## src/rtl/if_fetch_stage.sv

```systemverilog
// if_fetch_stage: holds the PC, runs the imem req/ack handshake and presents {pc, inst} to IF/ID.
// Optional perf counters are enabled by defining IF_PERF_CNT_EN.
module if_fetch_stage #(
  parameter int ADDR_W = 32,
  parameter int DATA_W = 32,
  parameter logic [ADDR_W-1:0] RESET_PC = '0,
  parameter int PC_INC = 1
) (
  input  logic              clk,
  input  logic              rst_n,
  input  logic              stall,
  input  logic              redirect_valid,
  input  logic [ADDR_W-1:0] redirect_pc,
  output logic              imem_req,
  output logic [ADDR_W-1:0] imem_addr,
  input  logic              imem_ack,
  input  logic [DATA_W-1:0] imem_rdata,
  output logic              out_valid,
  output logic [ADDR_W-1:0] out_pc,
  output logic [DATA_W-1:0] out_inst,
  output logic [31:0]       perf_fetches,
  output logic [31:0]       perf_squashes
);
  typedef enum logic [1:0] {IDLE, WAIT, HOLD} state_t;
  state_t state, state_n;
  logic [ADDR_W-1:0] pc, pc_n, addr_n, out_pc_n;
  logic [DATA_W-1:0] out_inst_n;
  logic squash, squash_n, req_n, out_valid_n;
  always_comb begin
    state_n = state;
    pc_n = pc;
    addr_n = imem_addr;
    squash_n = squash;
    req_n = imem_req;
    out_valid_n = out_valid;
    out_pc_n = out_pc;
    out_inst_n = out_inst;
    if (redirect_valid) begin
      pc_n = redirect_pc;
      out_valid_n = 1'b0;
    end
    case (state)
      IDLE: begin
        state_n = WAIT;
        req_n = 1'b1;
        addr_n = redirect_valid ? redirect_pc : pc;
      end
      WAIT: begin
        req_n = 1'b1;
        // an outstanding request cannot be retargeted, so a redirect without ack only marks it for dropping
        if (redirect_valid) begin
          squash_n = !imem_ack;
          addr_n = imem_ack ? redirect_pc : imem_addr;
        end else if (imem_ack && squash) begin
          squash_n = 1'b0;
          addr_n = pc;
        end else if (imem_ack) begin
          out_inst_n = imem_rdata;
          out_pc_n = imem_addr;
          out_valid_n = 1'b1;
          pc_n = pc + ADDR_W'(PC_INC);
          req_n = 1'b0;
          state_n = HOLD;
        end
      end
      HOLD: begin
        if (redirect_valid || !stall) begin
          state_n = WAIT;
          req_n = 1'b1;
          out_valid_n = 1'b0;
          addr_n = redirect_valid ? redirect_pc : pc;
        end
      end
      default: state_n = IDLE;
    endcase
  end
  always_ff @(posedge clk or negedge rst_n) begin
    if (!rst_n) begin
      state <= IDLE;
      pc <= RESET_PC;
      squash <= 1'b0;
      imem_req <= 1'b0;
      imem_addr <= RESET_PC;
      out_valid <= 1'b0;
      out_pc <= '0;
      out_inst <= '0;
    end else begin
      state <= state_n;
      pc <= pc_n;
      squash <= squash_n;
      imem_req <= req_n;
      imem_addr <= addr_n;
      out_valid <= out_valid_n;
      out_pc <= out_pc_n;
      out_inst <= out_inst_n;
    end
  end
`ifdef IF_PERF_CNT_EN
  logic fetch_evt, squash_evt;
  assign fetch_evt = state == HOLD && !stall && !redirect_valid;
  assign squash_evt = (state == WAIT && imem_ack && (squash || redirect_valid)) || (state == HOLD && redirect_valid);
  always_ff @(posedge clk or negedge rst_n) begin
    if (!rst_n) begin
      perf_fetches <= '0;
      perf_squashes <= '0;
    end else begin
      if (fetch_evt && perf_fetches != '1) perf_fetches <= perf_fetches + 32'd1;
      if (squash_evt && perf_squashes != '1) perf_squashes <= perf_squashes + 32'd1;
    end
  end
`else
  assign perf_fetches = '0;
  assign perf_squashes = '0;
`endif
endmodule

```

## config.mk

```make
export PLATFORM = sky130hd
export DESIGN_NAME = if_fetch_stage
export DESIGN_NICKNAME = d
export VERILOG_FILES = /design/src/rtl/if_fetch_stage.sv
export SDC_FILE = /design/constraint.sdc
export NUM_CORES = 1
export LEC_CHECK = 0
export CAP_MARGIN = 15
export CORE_MARGIN = 10
export CORE_UTILIZATION = 27
export DETAILED_ROUTE_END_ITERATION = 12
export SYNTH_ARGS = -nofsm -noshare
export SYNTH_HDL_FRONTEND = slang
export SYNTH_SLANG_ARGS = --single-unit
```

## constraint.sdc

```tcl
create_clock -name clk -period 2 [get_ports clk]
set_input_delay 0.4 -clock clk [delete_from_list [all_inputs] [get_ports clk]]
set_output_delay 0.4 -clock clk [all_outputs]
set_load 0.01 [all_outputs]
```

# Yosys cells after proc, flatten, opt, wreduce, memory -nomap -nowiden
# Cells that the tools add are included.
# classes
n_addsub	1
eq_ne	8
n_mux	28
bitwise_logic	2
reduce_logical	12
# ops
operator	n
$mux 32	9
$pmux 32 s3	1
$add 32x1->32 const B	1
$reduce_and 4->1	3
$mux 1	11
$mux 2	4
$ne 2x2->1 const B	4
$ne 3x3->1 const B	2
$pmux 2 s3	1
$reduce_and 2->1	2
$pmux 1 s3	1
$reduce_bool 3->1	1
$eq 2x1->1 const B	1
$eq 2x2->1 const B	1
$logic_not 1->1	2
$logic_not 2->1	1
$not 1->1	2
$pmux 1 s2	1
$reduce_bool 2->1	1
$logic_and 1x1->1	1
$logic_or 1x1->1	1
# word_totals
reg_bits	133

# Longest topological paths before layout
# depth
depth_word	5
ltp_mapped	10

# Worst setup path before layout
# Ideal clock, no wire load.
# synth_path
kind	reg-to-reg
start	register state[1]
end	register pc[22]
setup_time_ns	0.125
arrival_time_ns	1.847
path_slack_ns	0.028
path_stages_with_launch	11
path_buffers	3
period_less_slack_ns	1.972
cell_sequence	dfrtp_1 > inv_1 > ha_1 > buf_4 > and3b_1 > buf_6 > nand4bb_4 > buf_6 > nor3_1 > xor2_1 > mux2_2
# synth_via
elab_chain_len	2
# synth_rtl
item	line	source
start, declared	25	state_t state, state_n;
start signal, assigned	88	state <= state_n;
$eq 2x1->1	42	case (state)
$mux 32	42	
net pc_n[22]	26	logic [ADDR_W-1:0] pc, pc_n, addr_n, out_pc_n;
end signal, assigned	89	pc <= pc_n;
end, declared	26	
# The timed path passes the listed nets, and every way through them passes these cells.
# A chain may end at the register's enable or synchronous reset.

# Worst setup path after layout
# layout_path
start	register state[1]
end	register pc[11]
# Same word-level chain as after synthesis.

==> out/results.txt <==
Via count - 4,564
Slew Viols, Final - 0
Final wirelength - 17,500 µm
Starting Density - 27.2%
Area delta synth->final - 42.2%
Reg power frac - 35.3%
Number of synthesized register bits - 133
I/O Buffers - 166
Global-route wire length before repair - 28,100 µm
Final setup viols - 0
Initial antenna violation count - 1
Synth Warn # - 0
Layout fillers - 2,303
Clk pwr share - 25.8%
Reg-to-Reg End - pc[11]
Router iterations before antenna repair - 4
Die Span Y - 173 µm
Post-synthesis simple-gate area fraction - 11.6%
Maximum fanout along the worst path - 5
Cell taking the most area after synthesis - dfrtp_1
Comb pwr share - 39.0%
Cell area after synthesis - 0.00636 mm²
Vias in the first global route - 4,794
DP Wirelength - 13,200 µm
Htree depth - 4
Max Clock Skew - 10.1 ps
Clock root buffer master - clkbuf_16
Clk buf depth - 2
P_sw - 0.00402 W
Worst setup startpoint - state[1]
Final Hold Viols - 0
Total CTS buffers - 17
R2R cell count - 8
Die Area - 0.0301 mm²
Largest family of logic cells by synthesized area - multiplexers
CTS tree - yes
GPL Wtd Cong - 0.750
Crit end category - flop
Die X - 173 µm
XOR/XNOR Fraction of Synth Area - 2.34%
Mean Syn Cell Area - 11.5 µm²
Commonest cells post-synth - dfrtp_1, buf_4, mux2_2
Most frequent cell after synthesis - dfrtp_1
Flop2flop setup slack - 100 ps
Hold Slack - 447 ps
Prevailing post-synth register cell - dfrtp_1
Worst skew pair latency - 420 ps
Compound-gate portion of the synthesized area - 6.95%
Cell Int Power - 0.00868 W
Pwr per Cell Area - 1410 mW/mm²
CP required - 2330 ps
Dominant cells by area after synthesis - dfrtp_1, mux2_2, buf_4
Clk slew on worst S/H paths - 60 ps
Total track usage - 11.6%
Startpoint types - flop
RR Startpoint - state[1]
Number of core rows - 56
Class of the worst hold path - input port to asynchronous set/reset pin
Grt total ovfl - 0
FFs w/ async S/R, synth - 100%
Peak supply drop - 575 µV
Core area - 0.0233 mm²
Leak Pwr - 3.90 nW
Vias per cell - 4.23
Fin crit share - 94.8%
Largest net degree at the start of global routing - 41
Outcome - completed
Tmin final - 1900 ps
Detail Route Antenna Nets - 0
Clock sinks - 133
WS Path Type - flop to flop
Post-synthesis sequential area ratio - 52.4%
Top-Level Pins - 231
Worst path arrival time - 2220 ps
Max Cap Viol - 0
Share of the synthesized area in the top cell type - 52.4%
DRT iter0 DRCs - 269
Layout net count - 820
Layout cells sized above 1 - 19.9%
Post-synthesis mux area share - 15.5%
Utilization after layout - 38.7%
Number of synthesized flops with an enable pin - 0
Fmax - 0.527 GHz
Ant diodes - 0
Switching share of total power - 31.7%
Setup TNS - 0 ps
Unique masters post-synth - 44
DRC violations left - 0
Adder-Cell Fraction of Synth Area - 0.984%
Post-Syn Instances - 554
Routed wire length per instance - 16.2 µm
RSZ-0062 raised after global routing - true
[layer usage]
metal | GRT usage (%) | up-vias | share of wire, %
li1 | - | 2190 | -
met1 | 13.8 | 2228 | 43
met2 | 19.5 | 130 | 50
met3 | 4.09 | 16 | 5.8
met4 | 3.23 | 0 | 1.1
met5 | 0 | - | 0
[sequential cells by signal (all words and copies together), names as in the netlist]
signal / count
imem_addr: 32
out_valid: 1
out_pc: 32
state: 2
squash: 1
out_inst: 32
imem_req: 1
pc: 32
[logic make-up (layout without fill, tap and decap cells)]
logic type,Yosys count,after routing
mux,90,90
other cells,1,64
buf+inv,99,241
xor+xnor,17,17
simple gates,136,136
fa+ha+maj,5,5
flops,133,133
compound gates,73,73
[worst max-delay path by stage]
stage / cells past startpoint / slack (ps) / endpoint
6_report: 8 / 100 / pc[11]
3_5_place_dp: 7 / -110 / pc[26]
3_3_place_gp: 7 / -90 / pc[26]
2_1_floorplan: 10 / 30 / pc[22]
5_1_grt: 8 / -30 / pc[13]
4_1_cts: 8 / 60 / pc[13]
[timing repair]
| action | CTS | global route |
|---|---|---|
| setup endpoints to repair | 0 | 8 |
| endpoints found under the hold margin | 30 | 0 |
| hold buffers | 1 | 0 |
| resized for setup | 0 | 6 |
| setup buffers | 0 | 3 |
[cell type report]
class / count / area (µm²) / share of cell area, %
clock buffer: 18 / 439 / 4.86
tap: 319 / 399 / 4.42
timing repair buffer: 200 / 2020 / 22.3
sequential: 133 / 3330 / 36.8
clock inverter: 14 / 173 / 1.91
multi-input combinational: 385 / 2650 / 29.3
inverter: 9 / 33.8 / 0.374
[power by group through the flow]
| stage | registers, W | logic [W] | clock network [W] |
|---|---|---|---|
| after floorplan | 0.00491 | 0.00177 | 0 |
| after global placement | 0.00452 | 0.00496 | 0 |
| after detailed placement | 0.00455 | 0.00502 | 0 |
| after CTS | 0.00451 | 0.00504 | 0.00338 |
| after global routing | 0.00466 | 0.00534 | 0.00350 |
| final | 0.00448 | 0.00495 | 0.00327 |
[worst max-delay path: stages (launching register included)]
cell,delay (ps)
dfrtp_1,400
inv_2,80
ha_2,190
and4bb_4,250
nand2_1,100
buf_4,170
nor3_4,320
a211oi_2,130
a221oi_2,170
[through the flow]
stage	worst slack (ps)	cells	power, W	area (µm²)
after global placement	-85.7	1042	0.00948	8370
after detailed placement	-106	1042	0.00957	8370
final	104	1078	0.0127	9040
after global routing	-28.5	1078	0.0135	9040
after CTS	62.9	1075	0.0129	8990
after floorplan	28.3	617	0.00669	6590
[layout by cell type (no fill, tap or decap), drive strengths merged, types with 20 or more instances in the layout]
master and instances:
conb 64, nor2 41, nand2 48, buf 35, mux2 65, a21oi 20
dfrtp 133, mux2i 25, o21ai 21, clkdlybuf4s50 164
Power figures use the tool's default switching activity.
